[src/rtl/dcache_pkg.sv]
// Shared state encoding and address helpers for the write-back cache line.
package dcache_pkg;

  typedef enum logic [1:0] {
    IDLE   = 2'd0,
    WRBACK = 2'd1,
    REFILL = 2'd2,
    FLUSH  = 2'd3
  } state_t;

  function automatic int max_ttl(input int bits);
    return (1 << bits) - 1;
  endfunction

  localparam int MAXTTL = max_ttl(8);

  // Both helpers work on a widened address so any ADDRBITS up to 64 fits.
  function automatic logic [63:0] tag_of(input logic [63:0] addr, input int cab);
    return addr >> (cab + 2);
  endfunction

  function automatic logic [63:0] word_of(input logic [63:0] addr, input int cab);
    return (addr >> 2) & ((64'd1 << cab) - 64'd1);
  endfunction

endpackage

[src/rtl/dcache_line_ram.sv]
// Line storage: port A serves the CPU with byte lanes, port B serves refill and write-back.
// Both ports read through a register; the FSM never lets the two ports write in the same cycle.
module dcache_line_ram #(
  parameter int DATABITS      = 32,
  parameter int CACHEADDRBITS = 5
) (
  input  logic                     clk,
  input  logic                     a_we,
  input  logic [DATABITS/8-1:0]    a_be,
  input  logic [CACHEADDRBITS-1:0] a_addr,
  input  logic [DATABITS-1:0]      a_wdata,
  output logic [DATABITS-1:0]      a_rdata,
  input  logic                     b_we,
  input  logic [CACHEADDRBITS-1:0] b_addr,
  input  logic [DATABITS-1:0]      b_wdata,
  output logic [DATABITS-1:0]      b_rdata
);

  logic [DATABITS-1:0] mem [2**CACHEADDRBITS];

  always_ff @(posedge clk) begin
    if (a_we) begin
      for (int i = 0; i < DATABITS / 8; i++) begin
        if (a_be[i]) mem[a_addr][i*8 +: 8] <= a_wdata[i*8 +: 8];
      end
    end
    if (b_we) mem[b_addr] <= b_wdata;
    a_rdata <= mem[a_addr];
    b_rdata <= mem[b_addr];
  end

endmodule

[src/rtl/dcache_line_wb.sv]
// Self-managing write-back cache line: tag/valid/dirty/age state plus miss and flush FSM.
// Define DCACHE_LINE_WB_STATS_EN to add saturating hit/miss counters.
module dcache_line_wb
  import dcache_pkg::*;
#(
  parameter int DATABITS      = 32,
  parameter int ADDRBITS      = 32,
  parameter int CACHEADDRBITS = 5,
  parameter int TTLBITS       = 8,
  parameter int STATBITS      = 16
) (
  input  logic                  clk,
  input  logic                  reset_n,
  input  logic [ADDRBITS-1:0]   cpu_addr,
  input  logic                  cpu_rdreq,
  input  logic                  cpu_wrreq,
  input  logic [DATABITS-1:0]   cpu_in,
  input  logic [DATABITS/8-1:0] cpu_byteenable,
  output logic [DATABITS-1:0]   cpu_out,
  output logic                  cpu_out_valid,
  output logic                  cpu_busy,
  output logic [ADDRBITS-1:0]   mem_addr,
  output logic                  mem_rdreq,
  output logic                  mem_wrreq,
  output logic [DATABITS-1:0]   mem_out,
  input  logic [DATABITS-1:0]   mem_in,
  input  logic                  mem_in_valid,
  input  logic                  mem_ack,
  input  logic                  flush_req,
  output logic                  flush_done,
  input  logic                  age_tick,
  output logic [TTLBITS-1:0]    line_ttl,
  output logic                  line_valid,
  output logic                  line_dirty,
  output state_t                dbg_state
`ifdef DCACHE_LINE_WB_STATS_EN
  ,
  output logic [STATBITS-1:0]   stat_hits,
  output logic [STATBITS-1:0]   stat_misses
`endif
);

  localparam int TAGBITS = ADDRBITS - CACHEADDRBITS - 2;
  localparam logic [TTLBITS-1:0] TTL_MAX = TTLBITS'(max_ttl(TTLBITS));

  state_t                     state, state_n;
  logic [TAGBITS-1:0]         r_tag;
  logic                       valid, dirty, wb_phase, flush_done_q, rd_valid_q;
  logic [TTLBITS-1:0]         ttl;
  logic [CACHEADDRBITS-1:0]   idx;
  logic [63:0]                tag_full, word_full;
  logic [TAGBITS-1:0]         req_tag;
  logic [CACHEADDRBITS-1:0]   req_word;
  logic                       req, hit, accept, last_word, miss_start;
  logic [DATABITS-1:0]        ram_a_q, ram_b_q;

  assign tag_full   = tag_of(64'(cpu_addr), CACHEADDRBITS);
  assign word_full  = word_of(64'(cpu_addr), CACHEADDRBITS);
  assign req_tag    = tag_full[TAGBITS-1:0];
  assign req_word   = word_full[CACHEADDRBITS-1:0];
  assign req        = cpu_rdreq | cpu_wrreq;
  assign hit        = valid & (req_tag == r_tag);
  assign cpu_busy   = (state != IDLE) | flush_req | (req & ~hit);
  assign accept     = req & ~cpu_busy;
  assign last_word  = (idx == '1);
  assign miss_start = (state == IDLE) & ~flush_req & req & ~hit;

  // Memory handshakes: mem_rdreq/mem_wrreq act as valid and hold address and
  // data steady; mem_in_valid/mem_ack act as ready and retire exactly one word.
  always_comb begin
    state_n   = state;
    mem_rdreq = 1'b0;
    mem_wrreq = 1'b0;
    mem_addr  = '0;
    unique case (state)
      IDLE: begin
        if (flush_req) begin
          if (dirty) state_n = FLUSH;
        end else if (miss_start) begin
          state_n = (dirty && valid) ? WRBACK : REFILL;
        end
      end
      WRBACK, FLUSH: begin
        if (wb_phase) begin
          mem_wrreq = 1'b1;
          mem_addr  = {r_tag, idx, 2'b00};
          if (mem_ack && last_word) state_n = (state == WRBACK) ? REFILL : IDLE;
        end
      end
      REFILL: begin
        mem_rdreq = 1'b1;
        mem_addr  = {r_tag, idx, 2'b00};
        if (mem_in_valid && last_word) state_n = IDLE;
      end
      default: state_n = IDLE;
    endcase
  end

  always_ff @(posedge clk) begin
    if (!reset_n) begin
      state        <= IDLE;
      r_tag        <= '0;
      valid        <= 1'b0;
      dirty        <= 1'b0;
      ttl          <= '0;
      idx          <= '0;
      wb_phase     <= 1'b0;
      flush_done_q <= 1'b0;
      rd_valid_q   <= 1'b0;
    end else begin
      state        <= state_n;
      flush_done_q <= 1'b0;
      rd_valid_q   <= accept & cpu_rdreq & ~cpu_wrreq;
      if (accept) ttl <= '0;
      else if (age_tick && ttl != TTL_MAX) ttl <= ttl + 1'b1;
      if (accept && cpu_wrreq) dirty <= 1'b1;
      unique case (state)
        IDLE: begin
          if (flush_req) begin
            idx      <= '0;
            wb_phase <= 1'b0;
            if (!dirty) begin
              valid        <= 1'b0;
              flush_done_q <= 1'b1;
            end
          end else if (miss_start) begin
            idx      <= '0;
            wb_phase <= 1'b0;
            if (!(dirty && valid)) begin
              r_tag <= req_tag;
              valid <= 1'b0;
            end
          end
        end
        WRBACK, FLUSH: begin
          // The first cycle of each word only loads the RAM read register.
          if (!wb_phase) begin
            wb_phase <= 1'b1;
          end else if (mem_ack) begin
            idx      <= idx + 1'b1;
            wb_phase <= 1'b0;
            if (last_word) begin
              valid <= 1'b0;
              dirty <= 1'b0;
              if (state == WRBACK) r_tag <= req_tag;
              else flush_done_q <= 1'b1;
            end
          end
        end
        REFILL: begin
          if (mem_in_valid) begin
            idx <= idx + 1'b1;
            if (last_word) begin
              valid <= 1'b1;
              dirty <= 1'b0;
              ttl   <= '0;
            end
          end
        end
        default: ;
      endcase
    end
  end

  dcache_line_ram #(
    .DATABITS      (DATABITS),
    .CACHEADDRBITS (CACHEADDRBITS)
  ) u_ram (
    .clk     (clk),
    .a_we    (accept & cpu_wrreq),
    .a_be    (cpu_byteenable),
    .a_addr  (req_word),
    .a_wdata (cpu_in),
    .a_rdata (ram_a_q),
    .b_we    ((state == REFILL) & mem_in_valid),
    .b_addr  (idx),
    .b_wdata (mem_in),
    .b_rdata (ram_b_q)
  );

  assign cpu_out       = rd_valid_q ? ram_a_q : '0;
  assign cpu_out_valid = rd_valid_q;
  assign mem_out       = mem_wrreq ? ram_b_q : '0;
  assign flush_done    = flush_done_q;
  assign line_ttl      = ttl;
  assign line_valid    = valid;
  assign line_dirty    = dirty;
  assign dbg_state     = state;

`ifdef DCACHE_LINE_WB_STATS_EN
  always_ff @(posedge clk) begin
    if (!reset_n) begin
      stat_hits   <= '0;
      stat_misses <= '0;
    end else begin
      if (accept && stat_hits != '1) stat_hits <= stat_hits + 1'b1;
      if (miss_start && stat_misses != '1) stat_misses <= stat_misses + 1'b1;
    end
  end
`endif

endmodule
[config.mk]
export PLATFORM = sky130hd
export DESIGN_NAME = dcache_line_wb
export DESIGN_NICKNAME = d
export VERILOG_FILES = /design/src/rtl/dcache_pkg.sv /design/src/rtl/dcache_line_ram.sv /design/src/rtl/dcache_line_wb.sv
export SDC_FILE = /design/constraint.sdc
export NUM_CORES = 2
export LEC_CHECK = 0
export CAP_MARGIN = 40
export CORE_MARGIN = 2
export CORE_UTILIZATION = 30
export DETAILED_ROUTE_END_ITERATION = 8
export SYNTH_ARGS = -nofsm -noshare
export SYNTH_HDL_FRONTEND = slang
export SYNTH_SLANG_ARGS = --single-unit
[constraint.sdc]
create_clock -name clk -period 3.4 [get_ports clk]
set_clock_uncertainty 0.15 [all_clocks]
set_input_delay 0.51 -clock clk [delete_from_list [all_inputs] [get_ports clk]]
set_output_delay 0.51 -clock clk [all_outputs]
set_load 0.1 [all_outputs]
==> flow_results.org <==
** Outcome
- The flow ran to the end, and the final reports show no timing, DRC or antenna violations.

** Hold path
- Hold Crit Endpoint :: r_tag[20]$_SDFFE_PN0P_
- Worst hold path depth :: 3
- The startpoint identified for the worst hold timing path is cpu_addr[27].
- The min-delay analysis places its worst path in the category input pin to flop.

** Logic synthesis
- After technology mapping, the gate count stands at roughly 2700.
- After synthesis, the share of flip-flops with an asynchronous set or reset is 0%.
- Of all cell types, the one taking the most synthesized area is sky130_fd_sc_hd__edfxtp_1.
- The average instance in the mapped netlist occupies 19.2 um^2.
- After synthesis the netlist holds a flip-flop and latch count of around 1100.
- Yosys warnings :: 0
- Cell area after synthesis :: between 0.05 and 0.06 mm^2
- Area share of the largest cell type after synthesis :: between 50% and 60%
- Counting flops with a built-in enable in the synthesized netlist gives between 1000 and 1500.
- After synthesis, the cell types taking the most area are sky130_fd_sc_hd__edfxtp_1 (59%), sky130_fd_sc_hd__mux4_2 (28%), sky130_fd_sc_hd__dfxtp_1 (4.2%).
- Post-synthesis sequential area ratio :: a little over three fifths
- The most used flip-flop cell after synthesis is sky130_fd_sc_hd__edfxtp_1.
- Counting distinct cell types in the post-synthesis netlist gives 51.

** Die
- Chip Width :: between 400 and 500 um
- Initial core utilization :: between 30% and 40%
- Area enclosed by the die boundary :: ~0.18 mm^2
- Top-level port count :: 221
- Die Span Y :: 421 um
- Std cell rows :: 153
- Core region area :: roughly 0.17 mm^2

** Worst setup path
- Data on the critical path is required at its endpoint by roughly 3.7 ns.
- Worst Setup Start Kind :: flop
- Buffers plus inverters on the worst setup path :: 3
- By instance count, the cell type seen most on the critical path is sky130_fd_sc_hd__buf_4.
- In this run the critical register-to-register path is launched from r_tag[1]$_SDFFE_PN0P_.
- Capture instance of the worst register-to-register path :: u_ram.mem[10][4]$_DFFE_PP_
- For this design, the slowest cell found on the critical path is sky130_fd_sc_hd__or4_1.
- At the worst endpoint, the arrival time is between 3 and 4 ns.
- Of all nets on the critical path, the largest fanout is 16.
- The critical path goes through xor2_1 -> or4_1 -> nor4_1 -> buf_4 -> and4_4 -> a21oi_4 -> buf_12 -> nor2_1 -> buf_4.
- Grouping stages by cell kind, the critical path spends the most delay in simple AND/OR/NAND/NOR gates.
- The setup path with the least slack is of type flop to flop.
- The worst register-to-register path has a depth of 9.
- Critical Path End Type :: flop
- Slack of the worst reg-to-reg path :: ~0.15 ns
- The largest single stage delay on the critical path is approximately 0.54 ns.

** Finish
- Fin nets :: ~3300
- Of the cells placed in the final design, the portion with a size suffix greater than 1 is approximately two fifths.
- Layout area overhead :: 22.2%
- With fillers left out, the area of the finished cells amounts to between 0.06 and 0.07 mm^2.
- Filler Cell Count :: approximately 16000
- The finished layout holds 5610 standard cells, fillers aside.

** Run
- Max-cap violations in this run came to 0.

** STA
- Post-Route Hold Slack :: 0.224 ns
- Setup violations remaining at the end of the flow were counted as 0.
- Pins Over Slew Limit :: 0
- Setup repair after global routing left no endpoint under its margin.
- Max Clk Rate :: 308 MHz
- For the pin with the worst max-slew slack, the measured transition is ~0.86 ns.
- After layout, the worst path uses 95.6% of the clock period.
- Shortest period the worst path allows :: approximately 3.2 ns
- Slew headroom :: 42.5%
- After layout, the worst setup slack is between 0.15 and 0.2 ns.
- The final-report hold violation count was 0.

** Global route
- Via count of the first global-routing pass :: between 30000 and 40000
- Entering global routing, the biggest net connects 66 pins.
- The initial antenna violation count came to 3.
- All-layer global routing usage :: ~18%
- The total overflow left after global routing is 0.
- The first global-routing pass estimated 228000 um of wire.

** Placed design
- In this run, placement finished with an instance count of roughly 5400.
- Once placement finished, the instance area stood at about 0.06 mm^2.
- Before CTS, the worst setup slack after placement is -0.468 ns.
- HPWL Detailed :: around 110000 um
- Routability-driven placement finished with a final weighted congestion of 0.854.
- Port buffering added between 200 and 250 buffers.

** Power and ir drop
- Overall power of the completed layout :: a little under 40000 uW
- Power spread over the standard cell area amounts to 602 mW/mm^2.
- Lkg Pwr :: approximately 0.021 uW
- IR analysis of the VDD net gives a maximum drop of slightly above 0.4 mV.

** CTS
- Total CTS buffers :: approximately 120
- Latest clock arrival within the worst-skew pair :: between 0.7 and 0.8 ns
- Number of levels in the clock H-tree :: 3
- Buffers added to address setup during post-CTS repair amount to 0.
- Clock-pin slew was measured on the worst setup and hold paths at 0.07 ns.
- The clock drives about 1100 sinks.
- In this run the clock root is driven by a sky130_fd_sc_hd__clkbuf_16.
- CTS tree :: built
- Clock buffer depth :: 3

** Route
- Number of remaining DRC errors :: 0
- Detailed routing inserted a total of around 30000 vias.
- After detailed routing, the number of vias per cell comes to 5.28.
- After detailed routing, the average wire length per cell comes to about 28 um.
- Before antenna repair, the detailed router went through 5 iterations.
- Number of design-rule violations left by the first detailed-router iteration :: approximately 3200
- The routed design has 159000 um of wire.
- In this run the remaining antenna-violating nets after routing total 0.
[worst reg2reg max path, cell delays in order (launching register included)]
cell and delay (ns):
sky130_fd_sc_hd__dfxtp_1 0.34, sky130_fd_sc_hd__xor2_1 0.17, sky130_fd_sc_hd__or4_1 0.54, sky130_fd_sc_hd__nor4_1 0.46
sky130_fd_sc_hd__buf_4 0.20, sky130_fd_sc_hd__and4_4 0.39, sky130_fd_sc_hd__a21oi_4 0.14, sky130_fd_sc_hd__buf_12 0.18
sky130_fd_sc_hd__nor2_1 0.18, sky130_fd_sc_hd__buf_4 0.21
[layer usage]
| metal | wire length (um) | track usage [%] | vias to the layer above |
|---|---|---|---|
| met3 | 11300 | 2.84 | 203 |
| met2 | 78600 | 29.4 | 1247 |
| met5 | 13 | 0 | - |
| met4 | 5020 | 6.03 | 2 |
| li1 | - | - | 12243 |
| met1 | 63800 | 23.6 | 15941 |
[where the power goes]
part	switching (uW)	total, uW	internal (uW)
Combinational	4850	8760	3900
Sequential	232	16400	16100
Clock	5570	13400	7780
[synthesized netlist by cell type, types with 2 or more instances]
cell type and number:
sky130_fd_sc_hd__and4_1 2, sky130_fd_sc_hd__inv_1 4, sky130_fd_sc_hd__a21oi_1 7, sky130_fd_sc_hd__dfxtp_1 109, sky130_fd_sc_hd__xor2_1 20, sky130_fd_sc_hd__buf_2 51
sky130_fd_sc_hd__nand3b_1 5, sky130_fd_sc_hd__nand4_1 5, sky130_fd_sc_hd__or4_1 3, sky130_fd_sc_hd__nand2_1 296, sky130_fd_sc_hd__nand2b_1 2, sky130_fd_sc_hd__clkinv_1 2
sky130_fd_sc_hd__mux4_2 640, sky130_fd_sc_hd__o211ai_1 3, sky130_fd_sc_hd__or3_1 3, sky130_fd_sc_hd__buf_1 16, sky130_fd_sc_hd__mux2i_1 29, sky130_fd_sc_hd__or2_2 2
sky130_fd_sc_hd__mux2_2 32, sky130_fd_sc_hd__xnor2_1 12, sky130_fd_sc_hd__and3_1 36, sky130_fd_sc_hd__nor2_1 155, sky130_fd_sc_hd__buf_6 17, sky130_fd_sc_hd__buf_4 8
sky130_fd_sc_hd__ha_1 3, sky130_fd_sc_hd__nor3_1 8, sky130_fd_sc_hd__and2_1 34, sky130_fd_sc_hd__nor4_1 4, sky130_fd_sc_hd__edfxtp_1 1024, sky130_fd_sc_hd__nor2b_1 31
sky130_fd_sc_hd__o21a_1 2, sky130_fd_sc_hd__a21oi_4 4, sky130_fd_sc_hd__clkbuf_1 111, sky130_fd_sc_hd__a31oi_1 8, sky130_fd_sc_hd__nand3_1 7, sky130_fd_sc_hd__o21ai_0 7
[timing repair]
item,CTS,global route
hold endpoints to repair,10,0
hold buffers,1,0
setup endpoints to repair,0,1
resized for setup,0,2
[how the worst max path moves through the flow]
| stage | startpoint | endpoint | slack [ns] | cells after the start |
|---|---|---|---|---|
| 4_1_cts | r_tag[9]$_SDFFE_PN0P_ | cpu_busy | 0.03 | 7 |
| 5_1_grt | r_tag[17]$_SDFFE_PN0P_ | u_ram.mem[10][6]$_DFFE_PP_ | 0.00006 | 9 |
| 6_report | r_tag[1]$_SDFFE_PN0P_ | u_ram.mem[10][4]$_DFFE_PP_ | 0.15 | 9 |
| 2_1_floorplan | dbg_state[0]$_SDFFE_PN0P_ | mem_addr[10] | -0.15 | 5 |
| 3_3_place_gp | cpu_addr[24] | u_ram.mem[10][4]$_DFFE_PP_ | -0.38 | 10 |
| 3_5_place_dp | cpu_addr[8] | u_ram.mem[10][0]$_DFFE_PP_ | -0.47 | 10 |
[sequential cells by signal (all words and copies together) (netlist names)]
signal and count:
u_ram.mem 1024, u_ram.a_rdata 32, u_ram.b_rdata 32, r_tag 25, line_ttl 8, idx 5, dbg_state 2, cpu_out_valid 1
flush_done 1, line_dirty 1, line_valid 1, wb_phase 1
[cell usage in the layout (no fill, tap or decap), drive strengths merged, types with 12 or more instances in the layout]
cell type,count
nand2,296
and2,34
clkdlybuf4s50,100
mux2i,29
xor2,20
edfxtp,1024
inv,13
nor2b,31
buf,450
clkbuf,146
and3,36
mux4,640
clkinv,39
nor2,155
mux2,32
bufinv,16
dfxtp,109
xnor2,12
[cell families (layout without fill, tap and decap cells)]
logic type | after synthesis | in the layout | share of synthesized area [%]
and+or+nand+nor | 598 | 598 | 5.03
DFF | 1133 | 1133 | 63.0
xor gates and xnor gates | 32 | 32 | 0.536
AOI/OAI and AO/OA | 40 | 40 | 0.599
buffers and inverters | 209 | 774 | 1.92
adders and majority gates | 3 | 3 | 0.0718
muxes | 701 | 701 | 28.8
other | 1 | 4 | 0.00718
[cell type report]
| type | instances | area (um^2) | share of cell area (%) |
|---|---|---|---|
| tap | 2325 | 2910 | 4.55 |
| multi-input combinational | 1376 | 18600 | 29.1 |
| sequential | 1133 | 33000 | 51.6 |
| antenna | 2 | 5.00 | 0.00783 |
| clock inverter | 71 | 832 | 1.30 |
| inverter | 6 | 32.5 | 0.0509 |
| timing repair buffer | 551 | 5430 | 8.49 |
| clock buffer | 146 | 3150 | 4.93 |
[per-stage QoR]
step	setup TNS, ns	util [%]
after global placement	-325.15	34.5
after global routing	0	36.8
after detailed placement	-373.96	34.5
after CTS	0	36.8
after floorplan	-2.91	-
final	0	36.8
Note: power is estimated with default switching activity, not from simulation.
